--- src/rtl/wb_sig_bank.sv ---
// Wishbone-classic register bank: drives the 32-bit breakout control bus and
// captures synchronized status inputs with sticky rising-edge flags and a level irq.
module wb_sig_bank #(
  parameter logic [31:0] RESET_VALUE = 32'h0,
  parameter logic [31:0] PULSE_MASK  = 32'h0,
  parameter int          SYNC_STAGES = 2
) (
  input  logic        i_clk,
  input  logic        i_rst,
  input  logic        i_wb_cyc,
  input  logic        i_wb_stb,
  input  logic        i_wb_we,
  input  logic [2:0]  i_wb_adr,
  input  logic [31:0] i_wb_dat,
  input  logic [3:0]  i_wb_sel,
  output logic [31:0] o_wb_dat,
  output logic        o_wb_ack,
  output logic [31:0] o_bus,
  input  logic [31:0] i_sig,
  output logic        o_irq
);

  localparam logic [31:0] OUT_RST = RESET_VALUE & ~PULSE_MASK;

  logic                        req, wr, rd;
  logic [31:0]                 bmask, wdat;
  logic [SYNC_STAGES-1:0][31:0] sig_sync_p;
  logic [31:0]                 sig_prev_p;
  logic [31:0]                 synced, rise;
  logic [31:0]                 edg_r, ien_r;
  logic [31:0]                 out_nxt, edg_nxt, ien_nxt, rdata;

  assign req    = i_wb_cyc & i_wb_stb & ~o_wb_ack;
  assign wr     = req & i_wb_we;
  assign rd     = req & ~i_wb_we;
  assign bmask  = {{8{i_wb_sel[3]}}, {8{i_wb_sel[2]}}, {8{i_wb_sel[1]}}, {8{i_wb_sel[0]}}};
  assign wdat   = i_wb_dat & bmask;
  assign synced = sig_sync_p[SYNC_STAGES-1];
  assign rise   = synced & ~sig_prev_p;

  // Writes apply on top of the self-cleared value, so a pulse bit never lingers
  // and a same-cycle SET/CLR simply yields the write result.
  always_comb begin
    out_nxt = o_bus & ~PULSE_MASK;
    edg_nxt = edg_r;
    ien_nxt = ien_r;
    if (wr) begin
      case (i_wb_adr)
        3'd0:    out_nxt = (out_nxt & ~bmask) | wdat;
        3'd1:    out_nxt = out_nxt | wdat;
        3'd2:    out_nxt = out_nxt & ~wdat;
        3'd4:    edg_nxt = edg_r & ~wdat;
        3'd5:    ien_nxt = (ien_r & ~bmask) | wdat;
        default: ;
      endcase
    end
    // A new edge overrides a simultaneous clear.
    edg_nxt = edg_nxt | rise;
  end

  always_comb begin
    rdata = 32'h0;
    case (i_wb_adr)
      3'd0, 3'd1, 3'd2: rdata = o_bus;
      3'd3:             rdata = synced;
      3'd4:             rdata = edg_r;
      3'd5:             rdata = ien_r;
      default:          rdata = 32'h0;
    endcase
  end

  always_ff @(posedge i_clk) begin
    if (i_rst) begin
      o_wb_ack   <= 1'b0;
      o_wb_dat   <= 32'h0;
      o_bus      <= OUT_RST;
      edg_r      <= 32'h0;
      ien_r      <= 32'h0;
      sig_sync_p <= '0;
      sig_prev_p <= 32'h0;
      o_irq      <= 1'b0;
    end else begin
      o_wb_ack      <= req;
      o_wb_dat      <= rd ? rdata : 32'h0;
      o_bus         <= out_nxt;
      edg_r         <= edg_nxt;
      ien_r         <= ien_nxt;
      sig_sync_p[0] <= i_sig;
      for (int k = 1; k < SYNC_STAGES; k++) sig_sync_p[k] <= sig_sync_p[k-1];
      sig_prev_p    <= synced;
      o_irq         <= |(edg_r & ien_r);
    end
  end

endmodule

--- config.mk ---
export PLATFORM = sky130hd
export DESIGN_NAME = wb_sig_bank
export DESIGN_NICKNAME = d
export VERILOG_FILES = /design/src/rtl/wb_sig_bank.sv
export SDC_FILE = /design/constraint.sdc
export NUM_CORES = 1
export LEC_CHECK = 0
export ABC_AREA = 1
export CORE_UTILIZATION = 45
export DETAILED_ROUTE_END_ITERATION = 6
export HOLD_SLACK_MARGIN = 0.08
export PLACE_DENSITY = 0.76
export SLEW_MARGIN = 30
export SYNTH_ARGS = -nofsm -noshare
export SYNTH_HDL_FRONTEND = slang
export SYNTH_SLANG_ARGS = --single-unit
--- constraint.sdc ---
create_clock -name i_clk -period 1.9 [get_ports i_clk]
set_clock_uncertainty 0.15 [all_clocks]
set_input_delay 0.38 -clock i_clk [delete_from_list [all_inputs] [get_ports i_clk]]
set_output_delay 0.38 -clock i_clk [all_outputs]
set_load 0.02 [all_outputs]
# Word-level counts from Yosys, hierarchy flattened
# Cells that the tools add are included.
# op_classes
muxes	4
n_eq_ne	5
bitwise_logic	21
reduce_logical	7
# ops
cell	count
AND 32 bit	7
OR 32 bit	4
one-hot mux 32 bit (4 select lines)	1
NOT 32 bit	3
one-hot mux 32 bit (3 select lines)	1
2-to-1 mux 32 bit	2
OR reduction 32 bit	1
equality test 3 x 2 -> 1 bit, second input constant	2
equality test 3 bit, second input constant	2
AND 1 bit	4
AND reduction 2 bit	2
equality test 3 x 1 -> 1 bit, second input constant	1
logical NOT 3 bit	1
NOT 1 bit	3
nonzero test 3 bit	1
OR reduction 3 bit	1
OR reduction 2 bit	1
# word_totals
ff_bits	226
word_cells	46
in_bits	76
out_inout_bits	66

# Depth between registers and ports, before layout
# Gate-level depths: netlist of the first run.
# depth
word_depth	6
depth_mapped	8
mapped_depth_nobuf	7

# Least setup slack after synthesis of the first run
# No wires, ideal clock.
# synth_path
kind	register to register
from	register o_wb_ack
to	register o_bus[4]
setup_time_ps	132
t_required_ps	1618
slack_ps	390
n_path_buf	1
t_arrival_ps	1228
stages_incl_launch_ff	8
period_less_slack_ps	1510
cell_sequence	dfxtp_1 inv_1 nand4_2 nor2_4 buf_4 nand2_1 nand2_1 a21oi_1
# synth_between
elab_chain_len	4
# synth_rtl
item	line	rtl
from (decl)	17	output logic o_wb_ack,
from (signal assigned)	83	o_wb_ack <= req;
NOT 1 bit	33	assign req = i_wb_cyc & i_wb_stb & ~o_wb_ack;
AND 1 bit	33	
AND 1 bit	34	assign wr = req & i_wb_we;
AND reduction 2 bit (no source line)	n/a	
to (signal assigned)	85	o_bus <= out_nxt;
to (decl)	18	output logic [31:0] o_bus,
# No other way between the ends.
# A chain may end at the register's enable or synchronous reset.

# Final worst setup path of the first run
# layout_path
from	register o_bus[29]
to	output o_bus[29]
# No word-level cell between the ends.

==> results of run 1 <==
-- where the power goes --
group          internal, mW  switching [mW]
Sequential             4.87          0.0570
Combinational         0.328           0.429
Clock                  2.89            1.81
-- cell families after synthesis --
| family | after synthesis | synth area share, % |
|---|---|---|
| buf+inv | 230 | 11.27 |
| flops | 226 | 52.52 |
| compound gates | 224 | 13.91 |
| simple gates | 464 | 22.29 |
-- cell usage after synthesis --
cell type / number / area [sq um]
nand3_4: 1 / 17.52
dfxtp_1: 226 / 4524
buf_1: 3 / 11.26
o22ai_1: 33 / 206.5
nand4_1: 31 / 193.9
nand3_1: 9 / 45.04
buf_4: 4 / 30.03
clkbuf_1: 23 / 86.33
inv_2: 1 / 3.750
nor2_8: 1 / 20.02
nand2_4: 4 / 45.04
nand4_2: 1 / 12.51
buf_2: 20 / 100.1
o21ai_2: 3 / 26.28
nand3_2: 1 / 10.01
inv_1: 169 / 634.4
buf_6: 9 / 101.4
clkinv_1: 1 / 3.750
o32ai_1: 6 / 52.55
a21oi_1: 65 / 325.3
a31oi_1: 2 / 12.51
nor2_1: 175 / 656.9
nor2_4: 2 / 22.52
o21ai_1: 5 / 25.02
nand2_1: 239 / 897.1
o21ai_0: 110 / 550.5
-- path summary, 6_finish.rpt --
| path | startpoint | to | slack (ps) | cells past startpoint |
|---|---|---|---|---|
| setup / recovery | o_bus[29]$_SDFFE_PP0P_ | o_bus[29] | 90 | 1 |
| setup reg to reg | o_wb_ack$_SDFF_PP0_ | edg_r[20]$_SDFF_PP0_ | 320 | 7 |
| hold reg to reg | sig_sync_p[5]$_SDFF_PP0_ | synced[5]$_SDFF_PP0_ | 250 | 2 |
| hold / removal | i_rst | sig_prev_p[8]$_SDFF_PP0_ | 200 | 3 |
-- per-stage QoR --
| stage | power (mW) | utilization, % | cell area (sq um) | cells |
|---|---|---|---|---|
| 2_1_floorplan | 5.403 | - | 8615 | 1144 |
| 3_3_place_gp | 5.770 | 55.69 | 10420 | 1509 |
| 3_5_place_dp | 5.789 | 55.69 | 10420 | 1509 |
| 4_1_cts | 10.47 | 59.57 | 11140 | 1550 |
| 5_1_grt | 10.75 | 59.57 | 11140 | 1550 |
| 6_report | 10.39 | 59.57 | 11140 | 1550 |
-- final cells by class --
| type | count | area [sq um] | share of cell area [%] |
|---|---|---|---|
| Sequential cell | 226 | 4524 | 40.60 |
| Multi-Input combinational cell | 688 | 3119 | 27.99 |
| Timing Repair Buffer | 190 | 1757 | 15.76 |
| Clock buffer | 31 | 675.6 | 6.063 |
| Inverter | 171 | 641.9 | 5.760 |
| Tap cell | 234 | 292.8 | 2.627 |
| Clock inverter | 10 | 132.6 | 1.190 |
-- layer usage --
metal | share of wire [%] | vias up | GRT usage [%] | wire [um]
met1 | 43 | 3625 | 27.98 | 9519
met3 | 6.1 | 34 | 3.658 | 1337
met4 | 2.3 | 0 | 6.651 | 516
met2 | 49 | 237 | 40.29 | 10720
li1 | - | 3927 | - | -
met5 | 0 | - | 0 | 0
==> metrics.md, run 1 <==
| Metric | Value |
|---|---|
| Status | `complete, but fails checks` |
| Violated checks | `design-rule violations` |
| Worst-margin pin slew | `409.6 ps` |
| Routability cong. | `0.8425` |
| Total global-route track usage | `22.61%` |
| Clk buf depth | `3` |
| CTS clk-pin slew, worst paths | `60 ps` |
| Total number of placement rows | `50` |
| CTS Buf Count | `23` |
| First-pass GRT wire length | `36.08 mm` |
| Final Hold Fails | `0` |
| Fill cells | `1681` |
| Diodes inserted | `0` |
| Kind of cell adding the most delay to the critical path | `flip-flops` |
| Most frequent cells in the layout | `239 x nand2_1, 226 x dfxtp_1, 175 x nor2_1, 169 x inv_1, 110 x o21ai_0` |
| Largest net degree at the start of global routing | `93` |
| Residual DRC count | `7` |
| H-Tree Depth | `1` |
| Die Area | `19700 sq um` |
| Number of routed nets with antenna violations | `0` |
| Leakage | `4.726 nW` |
| Post-Place Setup Slack | `-274.2 ps` |
| Headroom to the max-slew limit | `72.69%` |
| Max-slew violation count | `0` |
| Yosys reg bits | `226` |
| Initial core utilization | `46.05%` |
| Setup WS post-layout | `94.70 ps` |
| Share of synthesized area occupied by flip-flops and latches | `52.52%` |
| Post-Route WL | `22.10 mm` |
| Die Span Y | `140.4 um` |
| Root Driver | `clkbuf_16` |
| CP startpoint kind | `register` |
| Worst path buffer plus inverter count | `1` |
| Synth cell types | `26` |
| Max-cap violation count | `0` |
| Hold crit path type | `in2reg` |
| Worst skew pair latency | `500 ps` |
| Syn nets | `1220` |
| Die width | `140.4 um` |
| Crit path kind | `reg2out` |
| Max VDD drop | `0.6498 mV` |
| Share of layout cells above drive strength 1 | `7.903%` |
| Area growth, synth to finish | `29.35%` |
| WP data arrival | `1280 ps` |
| Resized Gates After CTS | `66` |
| Critical Path Max Stage Delay | `420 ps` |
| Most common cell after layout, fill and taps aside | `nand2_1` |
| Worst setup EP type | `primary output` |
| Vias | `7823` |
| Ys Warns | `0` |
| Critical path required time | `1370 ps` |
| Mean Syn Cell Area | `7.530 sq um` |
| Post-CTS Setup Bufs | `0` |
| Cts hold-fix bufs | `0` |
| Final setup fails | `0` |
| Worst path cell trace | `dlygate4sd2_1` |
| Initial DRC Count | `437` |
| Setup_tns | `0 ps` |
| # port buffers | `141` |
| PwrDens | `932.7 nW/um^2` |
| Total grt overflow | `0` |
| Initial antenna violation count | `0` |
| Post-route minimum period | `1805 ps` |
| Final Cycle Share | `95.02%` |
| Fin nets | `1376` |
| Crit-path slowest cell | `dfxtp_1` |
| Synth Cell Area | `8615 sq um` |
| DP Wirelength | `15.16 mm` |
| Vias in the first global route | `7481` |
| Mean routed wirelength per cell | `14.25 um` |
| Peak Freq | `0.5539 GHz` |
| Ports | `142` |
| CTS tree | `done` |
| Crit Path Max Fanout | `3` |
| Core area | `18710 sq um` |
| Worst Hold Margin | `203.9 ps` |
| Sink Count | `226` |
| Post-synthesis cell count | `1144` |
| Vias/cell | `5.047` |
| First-pass DRT Iterations | `7` |
| RSZ-0062 raised after global routing | `false` |
No activity file was read; power rests on OpenSTA's default activity.
==> run 2, diff against run 1 <==
--- a/config.mk
+++ b/config.mk
@@ -6,9 +6,12 @@
 export NUM_CORES = 1
 export LEC_CHECK = 0
 export ABC_AREA = 1
+export CORE_MARGIN = 2
 export CORE_UTILIZATION = 45
 export DETAILED_ROUTE_END_ITERATION = 6
+export GPL_TIMING_DRIVEN = 1
 export HOLD_SLACK_MARGIN = 0.08
+export MAX_ROUTING_LAYER = met4
 export PLACE_DENSITY = 0.76
 export SLEW_MARGIN = 30
 export SYNTH_ARGS = -nofsm -noshare
==> run 2 against run 1 <==
  * The run now ends clean
  * Critical path depth is the same
  * Register-to-register slack lost 20 ps
  * Via count is 0.74% higher
  * Flip-flop and latch count did not move
  * Sequential share of layout area down 0.37 points
  * Sequential power is essentially flat
  * Utilization is 0.34 points higher
  * Combinational power increased by 1%
  * Cell count up 0.13%
  * Worst hold slack worse by 6.8 ps
  * Die area is 2.9% higher
  * Largest cell class unchanged
==> metrics.md, run 2 (same netlist as run 1, synthesis figures left out) <==
| Metric | Value |
|---|---|
| Most frequent cells in the layout | `239 x nand2_1, 226 x dfxtp_1, 175 x nor2_1, 169 x inv_1, 110 x o21ai_0` |
| Dpl cells | `1511 (+0.13%)` |
| First-pass GRT wire length | `36.52 mm (+1.2%)` |
| Leakage | `4.778 nW (+1.1%)` |
| Die Area | `20270 sq um (+2.9%)` |
| Final Hold Fails | `0 (unchanged)` |
| Crit path kind | `reg2out` |
| Vias | `7881 (+0.74%)` |
| CTS clk-pin slew, worst paths | `60 ps (about the same)` |
| H-Tree Depth | `1 (unchanged)` |
| Total number of placement rows | `50 (unchanged)` |
| Headroom to the max-slew limit | `72.93% (+0.24 points)` |
| Fill cells | `1690 (+0.54%)` |
| Max-cap violation count | `0 (unchanged)` |
| Final Non-Filler Cells | `1552 (+0.13%)` |
| Crit-path slowest cell | `dfxtp_1` |
| Critical path required time | `1370 ps (about the same)` |
| Mean routed wirelength per cell | `14.28 um (+0.15%)` |
| Pwr Total | `10.73 mW (+3.2%)` |
| PwrDens | `954.0 nW/um^2 (+2.3%)` |
| WP data arrival | `1280 ps (about the same)` |
| Worst skew pair latency | `510 ps (about the same)` |
| Worst path cell trace | `dlygate4sd2_1` |
| CTS Buf Count | `24 (+4.3%)` |
| Post-Route WL | `22.16 mm (+0.28%)` |
| Hold crit path type | `in2reg` |
| Multi-input logic area | `3119 sq um (unchanged)` |
| Core area | `18770 sq um (+0.33%)` |
| Worst path buffer plus inverter count | `1 (unchanged)` |
| Area growth, synth to finish | `30.53%` |
| Ports | `142 (unchanged)` |
| Status | `complete, no violations` |
| Peak Freq | `0.5523 GHz (-0.29%)` |
| Vias in the first global route | `7551 (+0.94%)` |
| Final setup fails | `0 (unchanged)` |
| Max VDD drop | `0.6936 mV (+6.7%)` |
| Share of layout cells above drive strength 1 | `7.739% (-0.16 points)` |
| Max-slew violation count | `0 (unchanged)` |
| Register area | `4524 sq um (unchanged)` |
| Sink Count | `226 (unchanged)` |
| Kind of cell adding the most delay to the critical path | `flip-flops` |
| Number of routed nets with antenna violations | `0 (unchanged)` |
| Post-route minimum period | `1811 ps (+5.246 ps)` |
| Final Cycle Share | `95.29% (+0.28 points)` |
| Worst-margin pin slew | `406.0 ps (-3.610 ps)` |
| Critical Path Max Stage Delay | `420 ps (about the same)` |
| Residual DRC count | `0 (-7)` |
| CP startpoint kind | `register` |
| Clk buf depth | `3 (unchanged)` |
| Post-CTS Setup Bufs | `0 (unchanged)` |
| # port buffers | `141 (unchanged)` |
| First-pass DRT Iterations | `5 (-2)` |
| Most common cell after layout, fill and taps aside | `nand2_1` |
| Fin nets | `1379 (+0.22%)` |
| Total global-route track usage | `22.66% (+0.050 points)` |
| DP Wirelength | `15.30 mm (+0.91%)` |
| Initial antenna violation count | `0 (unchanged)` |
| Initial DRC Count | `486 (+11%)` |
| Worst setup EP type | `primary output` |
| Root Driver | `clkbuf_16` |
| Die width | `142.4 um (+1.4%)` |
| Crit Path Max Fanout | `3 (unchanged)` |
| Diodes inserted | `0 (unchanged)` |
| Vias/cell | `5.078 (+0.61%)` |
| Reg2reg setup slack | `300 ps (-20 ps)` |
| Total grt overflow | `0 (unchanged)` |
| RSZ-0062 raised after global routing | `false` |
| Largest net degree at the start of global routing | `59 (-37%)` |
| Die Span Y | `142.4 um (+1.4%)` |
| Routability cong. | `0.8479 (+0.64%)` |
| Setup_tns | `0 ps (unchanged)` |
| CTS tree | `done` |
| Initial core utilization | `45.90% (-0.15 points)` |
run 2: changes by cell type in the layout (fill, tap and decap cells not counted), sizes merged:
cell / delta
clkinvlp: -3
buf: +2
inv: +1
clkbuf: +2
bufinv: +2
clkinv: -2
run 2: stage by stage:
stage	util (%)	setup slack, ps	instance area, sq um	hold slack [ps]
CTS	59.91	77.56	11240	186.6
finish	59.91	89.45	11240	197.1
detailed placement	55.79	-289.3	10470	243.4
floorplan	-	390.1	8615	238.3
global route	59.91	42.63	11240	194.8
global placement	55.79	-284.1	10470	239.3
run 2: per-layer routing:
| layer | up-vias | GRT usage (%) | part of all wire [%] |
|---|---|---|---|
| li1 | 3919 | - | - |
| met1 | 3642 | 28.60 | 43 |
| met2 | 270 | 37.66 | 48 |
| met3 | 50 | 3.028 | 6.2 |
| met4 | 0 | 7.712 | 3.2 |
| met5 | - | - | 0 |
run 2: cell type report:
cell class                 count  share of cell area [%]
sequential                   226                   40.24
multi-input combinational    688                   27.74
timing repair buffer         192                   16.09
clock buffer                  33                   6.098
inverter                     171                   5.708
tap                          234                   2.604
clock inverter                 8                   1.524
run 2: repair_timing:
item                                    CTS  global route
hold buffers                              0             0
resized for setup                        66             0
endpoints found under the setup margin   66             0
endpoints found under the hold margin     0             0
run 2: report_power, final:
| group | internal [mW] | switching, mW |
|---|---|---|
| sequential | 4.87 | 0.0558 |
| combinational | 0.336 | 0.431 |
| clock | 3.20 | 1.84 |
run 2: worst paths after layout:
path                            startpoint  cells after the start                       end
setup / recovery    o_bus[29]$_SDFFE_PP0P_                      1                 o_bus[29]
setup reg to reg       o_wb_ack$_SDFF_PP0_                      7       edg_r[1]$_SDFF_PP0_
hold / removal                       i_rst                      3  sig_prev_p[8]$_SDFF_PP0_
hold reg to reg   sig_sync_p[3]$_SDFF_PP0_                      2      synced[3]$_SDFF_PP0_
==> run 3, diff against run 2 <==
--- a/config.mk
+++ b/config.mk
@@ -7,12 +7,12 @@
 export LEC_CHECK = 0
 export ABC_AREA = 1
 export CORE_MARGIN = 2
-export CORE_UTILIZATION = 45
+export CORE_UTILIZATION = 53
 export DETAILED_ROUTE_END_ITERATION = 6
 export GPL_TIMING_DRIVEN = 1
 export HOLD_SLACK_MARGIN = 0.08
 export MAX_ROUTING_LAYER = met4
-export PLACE_DENSITY = 0.76
+export PLACE_DENSITY = 0.86
 export SLEW_MARGIN = 30
 export SYNTH_ARGS = -nofsm -noshare
 export SYNTH_HDL_FRONTEND = slang
==> run 3 against run 2 <==
  * Global-route usage increased by 3.9 points
  * Count of clock-buffer cells in the layout decreased by 3
  * Critical endpoint is now o_bus[8]
  * Sequential share of layout area increased by 0.29 points
  * Die area decreased by 15%
  * Worst hold slack improved by 41 ps
  * First-iteration DRC count increased by 34%
  * Flip-flop and latch count unchanged
  * The flow now finishes with violations (design-rule violations)
  * Final area decreased by 0.72%
  * Via count increased by 2.3%
  * Combinational power about the same
==> metrics.md, run 3 (same netlist as run 1, synthesis figures left out) <==
| Metric | Value |
|---|---|
| Status | `complete, but fails checks` |
| Violated checks | `design-rule violations` |
| Fin nets | `1370 (-0.65%)` |
| Post-Place Setup Slack | `-302.3 ps (-13.05 ps)` |
| Final setup fails | `0 (unchanged)` |
| Peak Freq | `0.5481 GHz (-0.77%)` |
| Final core utilization | `70.27% (+10 points)` |
| # port buffers | `141 (unchanged)` |
| H-Tree Depth | `1 (unchanged)` |
| Max-cap violation count | `0 (unchanged)` |
| Setup_tns | `0 ps (unchanged)` |
| Sink Count | `226 (unchanged)` |
| DP Wirelength | `15.38 mm (+0.55%)` |
| Most frequent cells in the layout | `239 x nand2_1, 226 x dfxtp_1, 175 x nor2_1, 169 x inv_1, 110 x o21ai_0` |
| Die Area | `17290 sq um (-15%)` |
| Ports | `142 (unchanged)` |
| Clock share of power | `45.8% (-1.1 points)` |
| WP data arrival | `1290 ps (about the same)` |
| First-pass DRT Iterations | `7 (+2)` |
| Psw | `2.297 mW (-1.1%)` |
| Setup WS post-layout | `75.45 ps (-14.00 ps)` |
| Worst setup EP type | `primary output` |
| Root Driver | `clkbuf_16` |
| Initial DRC Count | `650 (+34%)` |
| Vias | `8064 (+2.3%)` |
| Largest net degree at the start of global routing | `78 (+32%)` |
| First-pass GRT wire length | `36.88 mm (+0.98%)` |
| Routability cong. | `0.8486 (about the same)` |
| Worst skew pair latency | `500 ps (about the same)` |
| Final Cycle Share | `96.03% (+0.74 points)` |
| Total number of placement rows | `46 (-8.0%)` |
| Vias/cell | `5.288 (+4.1%)` |
| Hold crit path type | `in2reg` |
| Mean routed wirelength per cell | `15.04 um (+5.3%)` |
| Share of layout cells above drive strength 1 | `7.410% (-0.33 points)` |
| PwrDens | `942.0 nW/um^2 (-1.3%)` |
| Most Crowded Layer GR | `met2` |
| CTS tree | `done` |
| Crit path kind | `reg2out` |
| Headroom to the max-slew limit | `72.46% (-0.48 points)` |
| Total global-route track usage | `26.55% (+3.9 points)` |
| Die Span Y | `131.5 um (-7.6%)` |
| Worst-margin pin slew | `413.2 ps (+7.150 ps)` |
| CTS Buf Count | `22 (-8.3%)` |
| Seq pwr share | `46.9% (+0.9 points)` |
| Combinational Power Share | `7.3% (+0.2 points)` |
| Number of routed nets with antenna violations | `0 (unchanged)` |
| Crit-path slowest cell | `dfxtp_1` |
| Final Hold Fails | `0 (unchanged)` |
| Post-route minimum period | `1825 ps (+14.00 ps)` |
| Initial core utilization | `54.23% (+8.3 points)` |
| Core area | `15890 sq um (-15%)` |
| Critical Path Max Stage Delay | `420 ps (about the same)` |
| Initial antenna violation count | `0 (unchanged)` |
| Worst path buffer plus inverter count | `1 (unchanged)` |
| Residual DRC count | `3 (+3)` |
| CTS clk-pin slew, worst paths | `60 ps (about the same)` |
| Worst path cell trace | `dlygate4sd2_1` |
| Diodes inserted | `0 (unchanged)` |
| Worst Hold Margin | `238.3 ps (+41.16 ps)` |
| RSZ-0062 raised after global routing | `false` |
| Total grt overflow | `0 (unchanged)` |
| Crit Path Max Fanout | `3 (unchanged)` |
| Die width | `131.5 um (-7.6%)` |
| Met3 Use GR | `4.707% (+1.7 points)` |
| Sw Share | `21.84% (+0.20 points)` |
| Post-CTS Setup Bufs | `0 (unchanged)` |
| M1 GR Usage | `30.38% (+1.8 points)` |
| Grt met2 use | `46.02% (+8.4 points)` |
| CP startpoint kind | `register` |
| Post-Route WL | `22.93 mm (+3.5%)` |
| Clk buf depth | `3 (unchanged)` |
| Kind of cell adding the most delay to the critical path | `flip-flops` |
| Critical path required time | `1370 ps (about the same)` |
| Leakage | `4.743 nW (-0.72%)` |
| Vias in the first global route | `7800 (+3.3%)` |
| Max VDD drop | `0.6381 mV (-8.0%)` |
| Area growth, synth to finish | `29.59%` |
| Most common cell after layout, fill and taps aside | `nand2_1` |
| Max-slew violation count | `0 (unchanged)` |
| Power Internal | `8.219 mW (-2.2%)` |
[run 3: worst paths after layout]
path | start | endpoint | slack, ps | cells after the start
setup / recovery | o_bus[8]$_SDFFE_PP0P_ | o_bus[8] | 80 | 1
hold / removal | i_sig[11] | sig_sync_p[11]$_SDFF_PP0_ | 240 | 3
setup reg to reg | o_wb_ack$_SDFF_PP0_ | o_bus[0]$_SDFFE_PP0P_ | 290 | 6
hold reg to reg | sig_sync_p[24]$_SDFF_PP0_ | synced[24]$_SDFF_PP0_ | 250 | 2
[run 3: what timing repair did]
item	in CTS	in global routing
gates resized for setup	66	0
endpoints found under the setup margin	66	0
hold buffers	1	0
hold endpoints to repair	6	0
[run 3: per-layer routing]
| layer | share of wire, % | vias up |
|---|---|---|
| met1 | 39 | 3735 |
| met3 | 7.9 | 64 |
| met5 | 0 | - |
| met4 | 3.1 | 0 |
| met2 | 50 | 369 |
| li1 | - | 3896 |
[run 3: per-stage QoR]
step / total power [mW] / instances / instance area (sq um)
2_1_floorplan: 5.403 / 1144 / 8615
6_report: 10.52 / 1525 / 11160
4_1_cts: 10.56 / 1525 / 11160
5_1_grt: 10.84 / 1525 / 11160
3_3_place_gp: 5.769 / 1485 / 10410
3_5_place_dp: 5.795 / 1485 / 10410
[run 3: power groups by stage]
stage / sequential, mW / combinational, mW / clock [mW]
after global placement: 5.03 / 0.738 / 0
after detailed placement: 5.04 / 0.758 / 0
final: 4.93 / 0.769 / 4.81
after CTS: 4.93 / 0.761 / 4.87
after global routing: 4.94 / 0.837 / 5.07
after floorplan: 5.03 / 0.373 / 0
[run 3: final cells by class]
cell class / instances / area [sq um]
inverters: 171 / 641.9
flip-flops and latches: 226 / 4524
multi-input cells: 688 / 3119
repair buffers: 185 / 1784
clock inverters: 9 / 151.4
clock buffers: 30 / 671.9
well taps: 216 / 270.3
fillers: 1245 / 4722
